[src/rtl/i2c_pkg.sv]
// Shared I2C definitions: command encodings, engine state enum and quarter indices.
// Also imported by the bridge's I2C target.
package i2c_pkg;

    localparam logic [1:0] I2C_CMD_START = 2'd0;
    localparam logic [1:0] I2C_CMD_WRITE = 2'd1;
    localparam logic [1:0] I2C_CMD_READ  = 2'd2;
    localparam logic [1:0] I2C_CMD_STOP  = 2'd3;

    localparam logic [1:0] I2C_Q0 = 2'd0;
    localparam logic [1:0] I2C_Q1 = 2'd1;
    localparam logic [1:0] I2C_Q2 = 2'd2;
    localparam logic [1:0] I2C_Q3 = 2'd3;

    typedef enum logic [2:0] {
        ST_IDLE,
        ST_START,
        ST_BIT,
        ST_ACK,
        ST_STOP,
        ST_DONE
    } i2c_state_e;

endpackage

[src/rtl/i2c_qtick.sv]
// Quarter-bit timer: counts 0..CLK_DIV-1 while run is high and pulses tick on wrap.
// hold freezes the count so a target can stretch SCL.
module i2c_qtick #(
    parameter int unsigned CLK_DIV = 4
) (
    input  logic clk,
    input  logic rst,
    input  logic run,
    input  logic hold,
    output logic tick
);

    logic [7:0] cnt_q, cnt_d;

    always_comb begin
        cnt_d = cnt_q;
        tick  = 1'b0;
        if (!run) begin
            cnt_d = '0;
        end else if (!hold) begin
            if (cnt_q == 8'(CLK_DIV - 1)) begin
                cnt_d = '0;
                tick  = 1'b1;
            end else begin
                cnt_d = cnt_q + 8'd1;
            end
        end
    end

    always_ff @(posedge clk) begin
        if (rst) begin
            cnt_q <= '0;
        end else begin
            cnt_q <= cnt_d;
        end
    end

endmodule

[src/rtl/i2c_master_xfer.sv]
// Byte-level I2C controller engine: executes START/WRITE/READ/STOP commands and
// drives SCL/SDA as registered open-drain pull-down enables.
module i2c_master_xfer
    import i2c_pkg::*;
#(
    parameter int unsigned CLK_DIV = 4
) (
    input  logic       clk,
    input  logic       rst,
    input  logic       cmd_valid,
    output logic       cmd_ready,
    input  logic [1:0] cmd,
    input  logic [7:0] wr_data,
    input  logic       rd_nack,
    output logic       done,
    output logic [7:0] rd_data,
    output logic       ack_nack,
    output logic       err,
    output logic       busy,
    input  logic       scl_i,
    input  logic       sda_i,
    output logic       scl_oe,
    output logic       sda_oe
);

    i2c_state_e state_q, state_d;
    logic [1:0] q_q, q_d;
    logic [2:0] bit_q, bit_d;
    logic [7:0] sh_q, sh_d;
    logic       is_rd_q, is_rd_d;
    logic       rd_nack_q, rd_nack_d;
    logic       busy_q, busy_d;
    logic       err_q, err_d;
    logic [7:0] rd_data_q, rd_data_d;
    logic       ack_nack_q, ack_nack_d;
    logic       scl_oe_q, scl_oe_d;
    logic       sda_oe_q, sda_oe_d;

    logic run, hold, tick, accept, line_upd;

    assign run  = (state_q == ST_START) || (state_q == ST_BIT) ||
                  (state_q == ST_ACK)   || (state_q == ST_STOP);
    // A released SCL that still reads low is a target stretching the clock.
    assign hold = !scl_oe_q && !scl_i;

    i2c_qtick #(.CLK_DIV(CLK_DIV)) u_qtick (
        .clk  (clk),
        .rst  (rst),
        .run  (run),
        .hold (hold),
        .tick (tick)
    );

    assign cmd_ready = (state_q == ST_IDLE) || (state_q == ST_DONE);
    // Ready is already high during done, but the new command is only taken once idle.
    assign accept    = cmd_valid && (state_q == ST_IDLE);
    assign done      = (state_q == ST_DONE);
    assign err       = done && err_q;
    assign busy      = busy_q;
    assign rd_data   = rd_data_q;
    assign ack_nack  = ack_nack_q;
    assign scl_oe    = scl_oe_q;
    assign sda_oe    = sda_oe_q;

    always_comb begin
        state_d    = state_q;
        q_d        = q_q;
        bit_d      = bit_q;
        sh_d       = sh_q;
        is_rd_d    = is_rd_q;
        rd_nack_d  = rd_nack_q;
        busy_d     = busy_q;
        err_d      = err_q;
        rd_data_d  = rd_data_q;
        ack_nack_d = ack_nack_q;
        scl_oe_d   = scl_oe_q;
        sda_oe_d   = sda_oe_q;
        line_upd   = 1'b0;

        case (state_q)
            ST_IDLE: begin
                if (accept) begin
                    line_upd  = 1'b1;
                    err_d     = 1'b0;
                    q_d       = I2C_Q0;
                    bit_d     = '0;
                    is_rd_d   = (cmd == I2C_CMD_READ);
                    rd_nack_d = rd_nack;
                    case (cmd)
                        I2C_CMD_START: begin
                            state_d = ST_START;
                            busy_d  = 1'b1;
                        end
                        I2C_CMD_WRITE: begin
                            sh_d    = wr_data;
                            state_d = busy_q ? ST_BIT : ST_DONE;
                            err_d   = !busy_q;
                        end
                        I2C_CMD_READ: begin
                            sh_d    = '0;
                            state_d = busy_q ? ST_BIT : ST_DONE;
                            err_d   = !busy_q;
                        end
                        default: begin
                            state_d = busy_q ? ST_STOP : ST_DONE;
                            err_d   = !busy_q;
                        end
                    endcase
                end
            end
            ST_START, ST_STOP: begin
                if (tick) begin
                    line_upd = 1'b1;
                    if (q_q == I2C_Q3) begin
                        state_d = ST_DONE;
                        if (state_q == ST_STOP) begin
                            busy_d = 1'b0;
                        end
                    end else begin
                        q_d = q_q + 2'd1;
                    end
                end
            end
            ST_BIT: begin
                if (tick) begin
                    line_upd = 1'b1;
                    if (q_q == I2C_Q2 && is_rd_q) begin
                        sh_d = {sh_q[6:0], sda_i};
                    end
                    if (q_q == I2C_Q3) begin
                        q_d = I2C_Q0;
                        if (!is_rd_q) begin
                            sh_d = {sh_q[6:0], 1'b0};
                        end
                        if (bit_q == 3'd7) begin
                            state_d = ST_ACK;
                        end else begin
                            bit_d = bit_q + 3'd1;
                        end
                    end else begin
                        q_d = q_q + 2'd1;
                    end
                end
            end
            ST_ACK: begin
                if (tick) begin
                    line_upd = 1'b1;
                    // Write ACK is parked in sh[0]; ack_nack only changes with done.
                    if (q_q == I2C_Q2 && !is_rd_q) begin
                        sh_d = {sh_q[6:0], sda_i};
                    end
                    if (q_q == I2C_Q3) begin
                        state_d = ST_DONE;
                        if (is_rd_q) begin
                            rd_data_d = sh_q;
                        end else begin
                            ack_nack_d = sh_q[0];
                        end
                    end else begin
                        q_d = q_q + 2'd1;
                    end
                end
            end
            ST_DONE: begin
                state_d = ST_IDLE;
            end
            default: begin
                state_d = ST_IDLE;
            end
        endcase

        // Line levels are set for the quarter being entered, so outputs stay glitch-free.
        if (line_upd) begin
            case (state_d)
                ST_START: begin
                    case (q_d)
                        I2C_Q0:  sda_oe_d = 1'b0;
                        I2C_Q1:  scl_oe_d = 1'b0;
                        I2C_Q2:  sda_oe_d = 1'b1;
                        default: scl_oe_d = 1'b1;
                    endcase
                end
                ST_BIT: begin
                    if (q_d == I2C_Q0) begin
                        scl_oe_d = 1'b1;
                        sda_oe_d = is_rd_d ? 1'b0 : ~sh_d[7];
                    end else if (q_d == I2C_Q2) begin
                        scl_oe_d = 1'b0;
                    end
                end
                ST_ACK: begin
                    if (q_d == I2C_Q0) begin
                        scl_oe_d = 1'b1;
                        sda_oe_d = is_rd_d ? ~rd_nack_d : 1'b0;
                    end else if (q_d == I2C_Q2) begin
                        scl_oe_d = 1'b0;
                    end
                end
                ST_STOP: begin
                    case (q_d)
                        I2C_Q0: begin
                            scl_oe_d = 1'b1;
                            sda_oe_d = 1'b1;
                        end
                        I2C_Q1:  scl_oe_d = 1'b0;
                        I2C_Q3:  sda_oe_d = 1'b0;
                        default: ;
                    endcase
                end
                ST_DONE: begin
                    if (state_q == ST_ACK) begin
                        scl_oe_d = 1'b1;
                        sda_oe_d = 1'b0;
                    end
                end
                default: ;
            endcase
        end
    end

    always_ff @(posedge clk) begin
        if (rst) begin
            state_q    <= ST_IDLE;
            q_q        <= I2C_Q0;
            bit_q      <= '0;
            sh_q       <= '0;
            is_rd_q    <= 1'b0;
            rd_nack_q  <= 1'b0;
            busy_q     <= 1'b0;
            err_q      <= 1'b0;
            rd_data_q  <= '0;
            ack_nack_q <= 1'b0;
            scl_oe_q   <= 1'b0;
            sda_oe_q   <= 1'b0;
        end else begin
            state_q    <= state_d;
            q_q        <= q_d;
            bit_q      <= bit_d;
            sh_q       <= sh_d;
            is_rd_q    <= is_rd_d;
            rd_nack_q  <= rd_nack_d;
            busy_q     <= busy_d;
            err_q      <= err_d;
            rd_data_q  <= rd_data_d;
            ack_nack_q <= ack_nack_d;
            scl_oe_q   <= scl_oe_d;
            sda_oe_q   <= sda_oe_d;
        end
    end

endmodule

[config.mk]
export PLATFORM = sky130hd
export DESIGN_NAME = i2c_master_xfer
export DESIGN_NICKNAME = d
export VERILOG_FILES = /design/src/rtl/i2c_pkg.sv /design/src/rtl/i2c_qtick.sv /design/src/rtl/i2c_master_xfer.sv
export SDC_FILE = /design/constraint.sdc
export NUM_CORES = 1
export LEC_CHECK = 0
export CELL_PAD_IN_SITES_DETAIL_PLACEMENT = 0
export CELL_PAD_IN_SITES_GLOBAL_PLACEMENT = 1
export CORE_MARGIN = 5
export CORE_UTILIZATION = 37
export CTS_BUF_LIST = sky130_fd_sc_hd__clkbuf_8 sky130_fd_sc_hd__clkbuf_16
export CTS_CLUSTER_DIAMETER = 100
export CTS_CLUSTER_SIZE = 16
export DETAILED_ROUTE_END_ITERATION = 10
export GPL_TIMING_DRIVEN = 0
export PLACE_DENSITY = 0.84
export SYNTH_ARGS = -nofsm -noshare
export SYNTH_HDL_FRONTEND = slang
export SYNTH_SLANG_ARGS = --single-unit
[constraint.sdc]
create_clock -name clk -period 3.05 [get_ports clk]
set_input_delay 0.4575 -clock clk [delete_from_list [all_inputs] [get_ports clk]]
set_output_delay 0.4575 -clock clk [all_outputs]
set_load 0.03 [all_outputs]
# After elaboration in Yosys (flattened, before gate mapping)
# Cells that the tools add are included.
# op_classes
addsub	3
mul	0
div_mod_pow	0
n_lt_le_gt_ge	0
eq_ne	38
n_shift	0
mux	62
bitwise	4
reduce_logical	36
# op_table
operator	count
$mux 8	8
$mux 3	11
$mux 1	24
$ne 2x2->1 const B	12
$pmux 8 s3	1
$reduce_and 6->1	3
$pmux 8 s2	1
$eq 3x3->1 const B	5
$eq 3x2->1 const B	4
$pmux 1 s2	6
$pmux 3 s2	2
$eq 2x2->1 const B	5
$mux 2	5
$reduce_or 2->1	5
$pmux 3 s3	1
$add 8x1->8 const B	1
$eq 8x2->1 const B	1
$reduce_and 4->1	2
$reduce_and 7->1	1
$eq 3x1->1 const B	2
$ne 3x1->1 const B	2
$ne 3x3->1 const B	2
$pmux 2 s3	1
$logic_and 1x1->1	5
other kinds (20)	33
# totals
reg_bits	39
latch_bits	0
ram_bits	0
rom_bits	0
output_inout_bits	15
mem_count	0

# Longest topological paths before layout
# Gate-level depths: netlist (run 1).
# logic_depth
ltp_word	11
ltp_mapped	13

# Cells and area by module
# Synthesis (run 1) repeated with hierarchy kept, for this count alone.
# unflattened
hier_cells	252
area_unflattened_um2	2309.7
# modules_own_cells
module	n_inst	cells_per_inst	area_each_um2	seq_area_each_um2
i2c_master_xfer	1	211	1914.3	620.6
i2c_qtick	1	41	395.4	160.2

# Least setup slack after synthesis (run 1)
# No wires, ideal clock.
# synth_path
path_type	reg-to-reg
from	register scl_oe_q (netlist: scl_oe)
to	register scl_oe_q (netlist: scl_oe)
setup_ns	0.123
arrival_time_ns	2.990
required_time_ns	2.927
path_slack_ns	-0.063
path_stages_with_launch	14
n_path_buf	1
synth_period_minus_slack_ns	3.113
cell_sequence	dfxtp_1 > or2_2 > clkbuf_1 > nand3_1 > nor2_1 > nor2_1 > a22oi_1 > inv_1 > ha_1 > or2_2 > nor2_1 > o221ai_1 > a21oi_1 > mux2_1
# synth_via
elab_chain_len	10
elab_cells_between_ends	32
classes_between	11 x eq/ne; 14 x mux; 7 x reduce/logical
# synth_lines
item	line	rtl
start, declared	i2c_master_xfer.sv:36	logic scl_oe_q, scl_oe_d;
start signal, assigned	i2c_master_xfer.sv:246	scl_oe_q <= scl_oe_d;
$logic_not 1->1 (*)	i2c_master_xfer.sv:44	assign hold = !scl_oe_q && !scl_i;
$logic_and 1x1->1 (*)	i2c_master_xfer.sv:44	
$mux 1 (*)	i2c_qtick.sv:20	end else if (!hold) begin
$mux 1 (*)	i2c_qtick.sv:18	if (!run) begin
$mux 2, on equally long branches	i2c_master_xfer.sv:146, i2c_master_xfer.sv:125	
$pmux 2 s3 (*)	i2c_master_xfer.sv:80	case (state_q)
net q_d[1]	i2c_master_xfer.sv:27	logic [1:0] q_q, q_d;
$eq 2x2->1 / $logic_not 2->1 (equally long branches)	n/a	
$reduce_or 2->1 (no line)	n/a	
$pmux 1 s2 / $ne 2x2->1 (equally long branches)	n/a	
$pmux 1 s4 / $reduce_and 6->1 (equally long branches)	n/a	
# The timed path passes the listed nets; every way through them passes the cells marked *.
# A chain may end at the register's enable or synchronous reset.

# Worst setup path in the final report (run 1)
# layout_path
from	register u_qtick.cnt_q[0]
to	register scl_oe_q (netlist: scl_oe)
# layout_via
elab_chain_len	10
elab_cells_between_ends	32
classes_between	12 x eq/ne; 15 x mux; 5 x reduce/logical
# layout_lines
item	line	rtl
start, declared	i2c_qtick.sv:13	logic [7:0] cnt_q, cnt_d;
start signal, assigned	i2c_qtick.sv:34	cnt_q <= cnt_d;
$eq 8x2->1 (*)	i2c_qtick.sv:21	if (cnt_q == 8'(CLK_DIV - 1)) begin
$mux 1 (*)	i2c_qtick.sv:21	
$mux 1 (*)	i2c_qtick.sv:20	
$mux 1 (*)	i2c_qtick.sv:18	
$mux 2, on equally long branches	i2c_master_xfer.sv:146, i2c_master_xfer.sv:125	
$pmux 2 s3 (*)	i2c_master_xfer.sv:80	
net q_d[1]	i2c_master_xfer.sv:27	
$eq 2x2->1 / $logic_not 2->1 (equally long branches)	n/a	
$reduce_or 2->1 (no line)	n/a	
$pmux 1 s2 / $ne 2x2->1 (equally long branches)	n/a	
$pmux 1 s4 / $reduce_and 6->1 (equally long branches)	n/a	
# Marks and branches as above.

==> flow_summary_export.csv, run 1 <==
group,metric,value,unit
die,die_x,90.2,um
status,status,"finished clean",
logic_synthesis,ys_seq_elements,39,
logic_synthesis,synth_cells,293,
die,core,0.00631,mm2
final_layout,instances_no_fill,421,
setup_path,reg2reg_depth,13,
place,place_hpwl,4.47,mm
routing,route.antenna.remaining_nets,0,
min_path,whs_endpoint,"rd_nack_q",
sta,setup_viol,0,
sta,fin_crit_sh,0.957,
setup_path,crit_arrival,3.10,ns
cts,insertion_delay,0.30,ns
setup_path,worstPathRequired,3.23,ns
die,die_h,90.2,um
setup_path,reg2reg_to,"scl_oe",
setup_path,cp-end-kind,"register",
routing,dr.pass1.iters,4,
logic_synthesis,async_flop_share,0,
cts,cts_num_sinks,39,
pwr,power_density,423,mW/mm2
die,rows,29,
routing,via_count,2323,
min_path,hp-start,"rd_nack_q",
setup_path,r2r-start,"u_qtick.cnt_q[0]",
final_layout,syn2layout_area_growth,31.4,%
grt,gr-total-overflow,0,
final_layout,layout-drive-gt1-share,0.174,
grt,antenna_found_initial,0,
routing,wl_per_cell,15.3,um
logic_synthesis,synth_top_area_share,0.328,
routing,finalWirelength,6.44,mm
setup_path,slowest_delay,0.36,ns
die,initial_core_util,0.377,
logic_synthesis,synth.distinct_cells,55,
routing,drc,0,
setup_path,crit_path_frequent_cell,"nor2_4",
routing,drt_iter0_drc,182,
die,dieArea,0.00813,mm2
logic_synthesis,yosysWarnings,0,
logic_synthesis,synth_area_leader_cell,"dfxtp_1",
sta,skew,0.0117,ns
setup_path,slowest_stage,"dfxtp_4",
final_layout,nFillCells,596,
cts,htree_levels,2,
grt,grt_pass1_wl,10.8,mm
grt,grt_pass1_vias,2322,
logic_synthesis,synth-edff-count,0,
min_path,hold_path_class,"reg2reg",
logic_synthesis,synth_fp_nets,325,
sta,slew_headroom,0.453,
cts,cts_buffers,5,
place,io_buffers,29,
logic_synthesis,synth.area.top_cells,"dfxtp_1, nor2_1, ha_1, mux2i_1, a221oi_1",
sta,setup_tns,0,ns
setup_path,worst-path-max-fanout,5,
sta,fmaxAchievable,342,MHz
sta,slew_violations,0,
cts,clock-root-buffer,"clkbuf_8",
routing,vias_per_cell,5.52,
setup_path,worstPathCellList,"ha_4 > nor4b_4 > nand3_2 > nor2_4 > nor2_4 > a22oi_2 > inv_1 > ha_2 > or2_2 > nor2_2 > o221ai_1 > a21oi_1 > mux2_1",
cts,cts_buffer_depth,2,
sta,min_period,2.92,ns
min_path,hold_path_depth,2,
sta,worst_pin_slew,0.818,ns
grt,grt_usage,0.159,
final_layout,final_nets,375,
pwr,leakage,1.21,nW
logic_synthesis,syn_area,0.00238,mm2
final_layout,num_antenna_cells,0,
job,drv_cap,0,
pwr,max-vdd-ir-drop,0.226,mV
sta,hold_violations,0,
logic_synthesis,synth.avg_cell_area,8.12,um2
setup_path,start_kind,"register",
grt,grt_max_degree,13,
setup_path,critPathKind,"reg2reg",
die,top_level_ports,31,
cts,clk_pin_slew,0.09,ns
logic_synthesis,synth-main-ff-cell,"dfxtp_1",
cts,cts_tree,"built",
place,globalplace.congestion,0.859,
place,dp_cells,399,
setup_path,r2r_slack,0.13,ns
logic_synthesis,yosysSeqAreaShare,0.328,
## Yosys cell counts, drive strengths merged (2+ instances only)
| cell | n |
|---|---|
| nor2 | 59 |
| dfxtp | 39 |
| nand2 | 17 |
| ha | 16 |
| inv | 15 |
| mux2i | 13 |
| a21oi | 12 |
| clkbuf | 10 |
| nand3 | 9 |
| a221oi | 8 |
| a22oi | 8 |
| o21ai | 7 |
| nand3b | 6 |
| nor3 | 6 |
| buf | 5 |
| xor2 | 5 |
| a41oi | 4 |
| or2 | 4 |
| a31oi | 3 |
| nand2b | 3 |
| nand4 | 3 |
| nor2b | 3 |
| nor4 | 3 |
| o22ai | 3 |
| o31ai | 3 |
| or3 | 3 |
| xnor2 | 3 |
| a211o | 2 |
| and2 | 2 |
| nor3b | 2 |
| nor4b | 2 |
| or4b | 2 |
## per-stage QoR
| step | instance area, um2 | worst slack (ns) | total power, W | utilization | hold WS [ns] |
|---|---|---|---|---|---|
| 3_5_place_dp | 2770 | -1.19 | 0.000821 | 0.439 | 0.453 |
| 3_3_place_gp | 2770 | -1.19 | 0.000820 | 0.439 | 0.440 |
| 4_1_cts | 2980 | 0.0171 | 0.00130 | 0.471 | 0.464 |
| 6_report | 3120 | 0.130 | 0.00132 | 0.495 | 0.462 |
| 5_1_grt | 3120 | -0.0148 | 0.00138 | 0.495 | 0.484 |
| 2_1_floorplan | 2380 | 0.0310 | 0.000737 | - | 0.431 |
## sequential cells by signal, summed over array words and instances, names as in the netlist
signal and cells:
busy 1, rd_data 8, state_q 3, sh_q 8, q_q 2, u_qtick.cnt_q 8, sda_oe 1, is_rd_q 1
bit_q 3, scl_oe 1, ack_nack 1, rd_nack_q 1, err_q 1
## cell type report
class	count	area [um2]	area share
clock buffers	6	82.6	0.0264
multi-input cells	224	1590	0.508
clock inverters	2	35.0	0.0112
well taps	77	96.3	0.0308
plain buffers	14	63.8	0.0204
repair buffers	44	408	0.131
inverters	15	58.8	0.0188
flip-flops and latches	39	792	0.254
## cells by family after synthesis
logic type / share of synthesized area
AOI/OAI and AO/OA: 0.189
xor gates and xnor gates: 0.0295
adders and majority gates: 0.0842
buffers and inverters: 0.0500
DFF: 0.328
muxes: 0.0594
and+or+nand+nor: 0.260
## layout by cell type (no fill, tap or decap), drive strengths merged, types with 4 or more instances in the layout
cell type,n
mux2i,13
xor2,5
clkbuf,17
o21ai,7
nand3b,6
nand2,17
or2,4
dfxtp,39
a21oi,12
a41oi,4
inv,15
a221oi,8
a22oi,8
nor3,6
ha,16
clkdlybuf4s50,27
buf,18
nor2,59
nand3,9
## where the power goes
part / leakage, nW / internal [W] / switching, W / total [W]
Combinational: 0.834 / 0.000138 / 0.000176 / 0.000314
Sequential: 0.318 / 0.000526 / 0.0000191 / 0.000546
Clock: 0.0612 / 0.000265 / 0.000195 / 0.000460
Total: 1.21 / 0.000929 / 0.000391 / 0.00132
## critical path, delay by kind of cell, from the launching register on
family                   cells  cell delay, ns
AND/OR/NAND/NOR              6            1.16
AO/OA/AOI/OAI                3            0.54
flip-flops                   1            0.36
multiplexers                 1            0.33
adder cells (fa/ha/maj)      2            0.33
buffers and inverters        1            0.09
## what timing repair did
item / 4_1_cts / 5_1_grt
hold buffers: 0 / 0
gates resized for setup: 12 / 21
pin swaps: 2 / 8
setup buffers: 4 / 11
hold endpoints to repair: 0 / 0
endpoints found under the setup margin: 2 / 2
## per-layer routing
metal	part of all wire	global-route usage
met1	0.46	0.210
met2	0.47	0.252
met3	0.051	0.0342
met4	0.021	0.0608
met5	0	0
## worst max path at each step
stage                        end              from  slack [ns]
after CTS                 scl_oe  u_qtick.cnt_q[0]        0.02
after detailed placement  scl_oe         cmd_valid       -1.19
after floorplan           scl_oe  u_qtick.cnt_q[0]        0.03
after global placement    scl_oe         cmd_valid       -1.19
final                     scl_oe  u_qtick.cnt_q[0]        0.13
after global routing      scl_oe  u_qtick.cnt_q[1]       -0.01
Note: power is estimated with default switching activity, not from simulation.
==> run 2, diff against run 1 <==
CAP_MARGIN = 20   (was default)
==> run 2 against run 1 <==
  * Cell count shrank 0.71%
  * Register-to-register slack gained 0.04 ns
  * Highest routed layer unchanged
  * Sequential power is essentially flat
  * Global-route usage shrank 0.50 points
  * Fmax grew 1.2%
  * Clock power is essentially flat
  * Largest cell class unchanged
  * Combinational power shrank 2%
  * Critical path type unchanged
  * Non-clock buffer count shrank 3
  * Die area is the same
  * Via count shrank 2.0%
  * Sequential share of layout area grew 0.31 points
  * Critical path depth shrank 3
==> flow_summary_export.csv, run 2 (same netlist as run 1, synthesis figures left out) <==
group,metric,value,unit
sta,holdWs,0.460,ns
setup_path,cp.depth,10,
sta,slew_violations,0,
routing,wl_per_cell,14.9,um
die,rows,29,
pwr,power_switching,0.000386,W
final_layout,final_cell_mix,"nor2_1, dfxtp_1, clkdlybuf4s50_1",
setup_path,r2r_slack,0.17,ns
sta,fin_crit_sh,0.946,
die,core,0.00631,mm2
sta,setup_viol,0,
setup_path,slowest_stage,"or4b_4",
cts,htree_levels,2,
sta,min_period,2.88,ns
min_path,hold_path_class,"reg2reg",
setup_path,cp-startpoint,"u_qtick.cnt_q[1]",
setup_path,worst-path-max-fanout,4,
status,status,"finished clean",
pwr,power_density,425,mW/mm2
cts,cts_num_sinks,39,
die,die_h,90.2,um
routing,drt_iter0_drc,148,
setup_path,worstPathCellList,"ha_4 > or4b_4 > or3_4 > o31ai_4 > inv_4 > ha_1 > inv_1 > o221ai_1 > a21oi_1 > mux2_1",
routing,drc,0,
final_layout,final_nets,372,
cts,insertion_delay,0.30,ns
setup_path,cp-end-kind,"register",
sta,fmaxAchievable,347,MHz
setup_path,cp-endpoint,"scl_oe",
setup_path,reg2reg_to,"scl_oe",
sta,worst_pin_slew,0.763,ns
setup_path,cp_top_family,"simple AND/OR/NAND/NOR gates",
setup_path,path_buf_inv,2,
final_layout,num_antenna_cells,0,
grt,gr-total-overflow,0,
final_layout,final_common_cell,"nor2_1",
sta,skew,0.0104,ns
setup_path,crit_arrival,3.07,ns
grt,antenna_found_initial,0,
place,io_buffers,29,
job,drv_cap,0,
pwr,p_sw_frac,0.294,
grt,grt_pass1_vias,2208,
cts,cts_buffers,5,
routing,via_count,2276,
sta,slew_headroom,0.490,
die,dieArea,0.00813,mm2
die,die_x,90.2,um
routing,dr.pass1.iters,4,
grt,grt_max_degree,13,
grt,grt_pass1_wl,10.4,mm
grt,grt_usage,0.154,
pwr,p_seq_frac,0.415,
setup_path,worstPathRequired,3.23,ns
routing,vias_per_cell,5.44,
final_layout,layout-drive-gt1-share,0.164,
place,post-place-ws,-0.800,ns
pwr,combPwrFrac,0.235,
pwr,clock_power_share,0.350,
setup_path,slowest_delay,0.49,ns
final_layout,syn2layout_area_growth,29.8,%
place,globalplace.congestion,0.859,
setup_path,r2r-start,"u_qtick.cnt_q[1]",
routing,route.antenna.remaining_nets,0,
sta,hold_violations,0,
pwr,leakage,1.19,nW
setup_path,start_kind,"register",
cts,cts_tree,"built",
setup_path,critPathKind,"reg2reg",
cts,clock-root-buffer,"clkbuf_8",
cts,clk_pin_slew,0.08,ns
cts,cts_buffer_depth,2,
place,place_hpwl,4.48,mm
routing,finalWirelength,6.22,mm
final_layout,utilization,0.489,
die,initial_core_util,0.377,
pwr,internal-power,0.000927,W
die,top_level_ports,31,
setup_path,reg2reg_depth,10,
pwr,max-vdd-ir-drop,0.244,mV
sta,setup_slack,0.166,ns
run 2: layer usage:
layer,part of all wire,vias up,track usage
met1,0.47,1083,0.207
met2,0.46,46,0.241
met5,0,-,0
met4,0.020,0,0.0596
met3,0.047,14,0.0317
li1,-,1133,-
run 2: how the worst min path moves through the flow:
stage                     startpoint         to  cells past startpoint
after floorplan            rd_nack_q  rd_nack_q                      2
final                      rd_nack_q  rd_nack_q                      2
after detailed placement   rd_nack_q  rd_nack_q                      2
after global placement     rd_nack_q  rd_nack_q                      2
after global routing       rd_nack_q  rd_nack_q                      2
after CTS                  rd_nack_q  rd_nack_q                      2
run 2: repair_timing:
item                                    CTS  global route
pin swaps                                 2             6
buffers inserted                          3             8
endpoints found under the setup margin    2             2
gates resized for setup                  10            20
hold buffers                              0             0
run 2: per-stage QoR:
stage | instance area, um2 | power, W | instances | setup TNS (ns)
final | 3090 | 0.00131 | 418 | 0
after CTS | 2960 | 0.00129 | 410 | 0
after detailed placement | 2770 | 0.000822 | 400 | -1.34
after floorplan | 2380 | 0.000737 | 293 | 0
after global placement | 2770 | 0.000820 | 399 | -2.10
after global routing | 3090 | 0.00137 | 418 | -0.0319
run 2: power groups by stage:
stage               registers, W  logic, W  clock network, W
floorplan               0.000559  0.000177                 0
global placement        0.000555  0.000265                 0
detailed placement      0.000555  0.000267                 0
CTS                     0.000543  0.000283          0.000466
global route            0.000549  0.000335          0.000486
finish                  0.000545  0.000308          0.000460
run 2: area by class of cell:
type	count	area, um2
flip-flops and latches	39	792
well taps	77	96.3
repair buffers	41	380
clock inverters	2	35.0
multi-input cells	224	1580
clock buffers	6	82.6
plain buffers	14	63.8
fillers	604	3230
inverters	15	58.8
run 2: worst reg2reg max path: stages (launching register included):
cell and delay, ns:
dfxtp_4 0.38, ha_4 0.16, or4b_4 0.49, or3_4 0.46, o31ai_4 0.31, inv_4 0.07, ha_1 0.24, inv_1 0.07
o221ai_1 0.09, a21oi_1 0.18, mux2_1 0.33
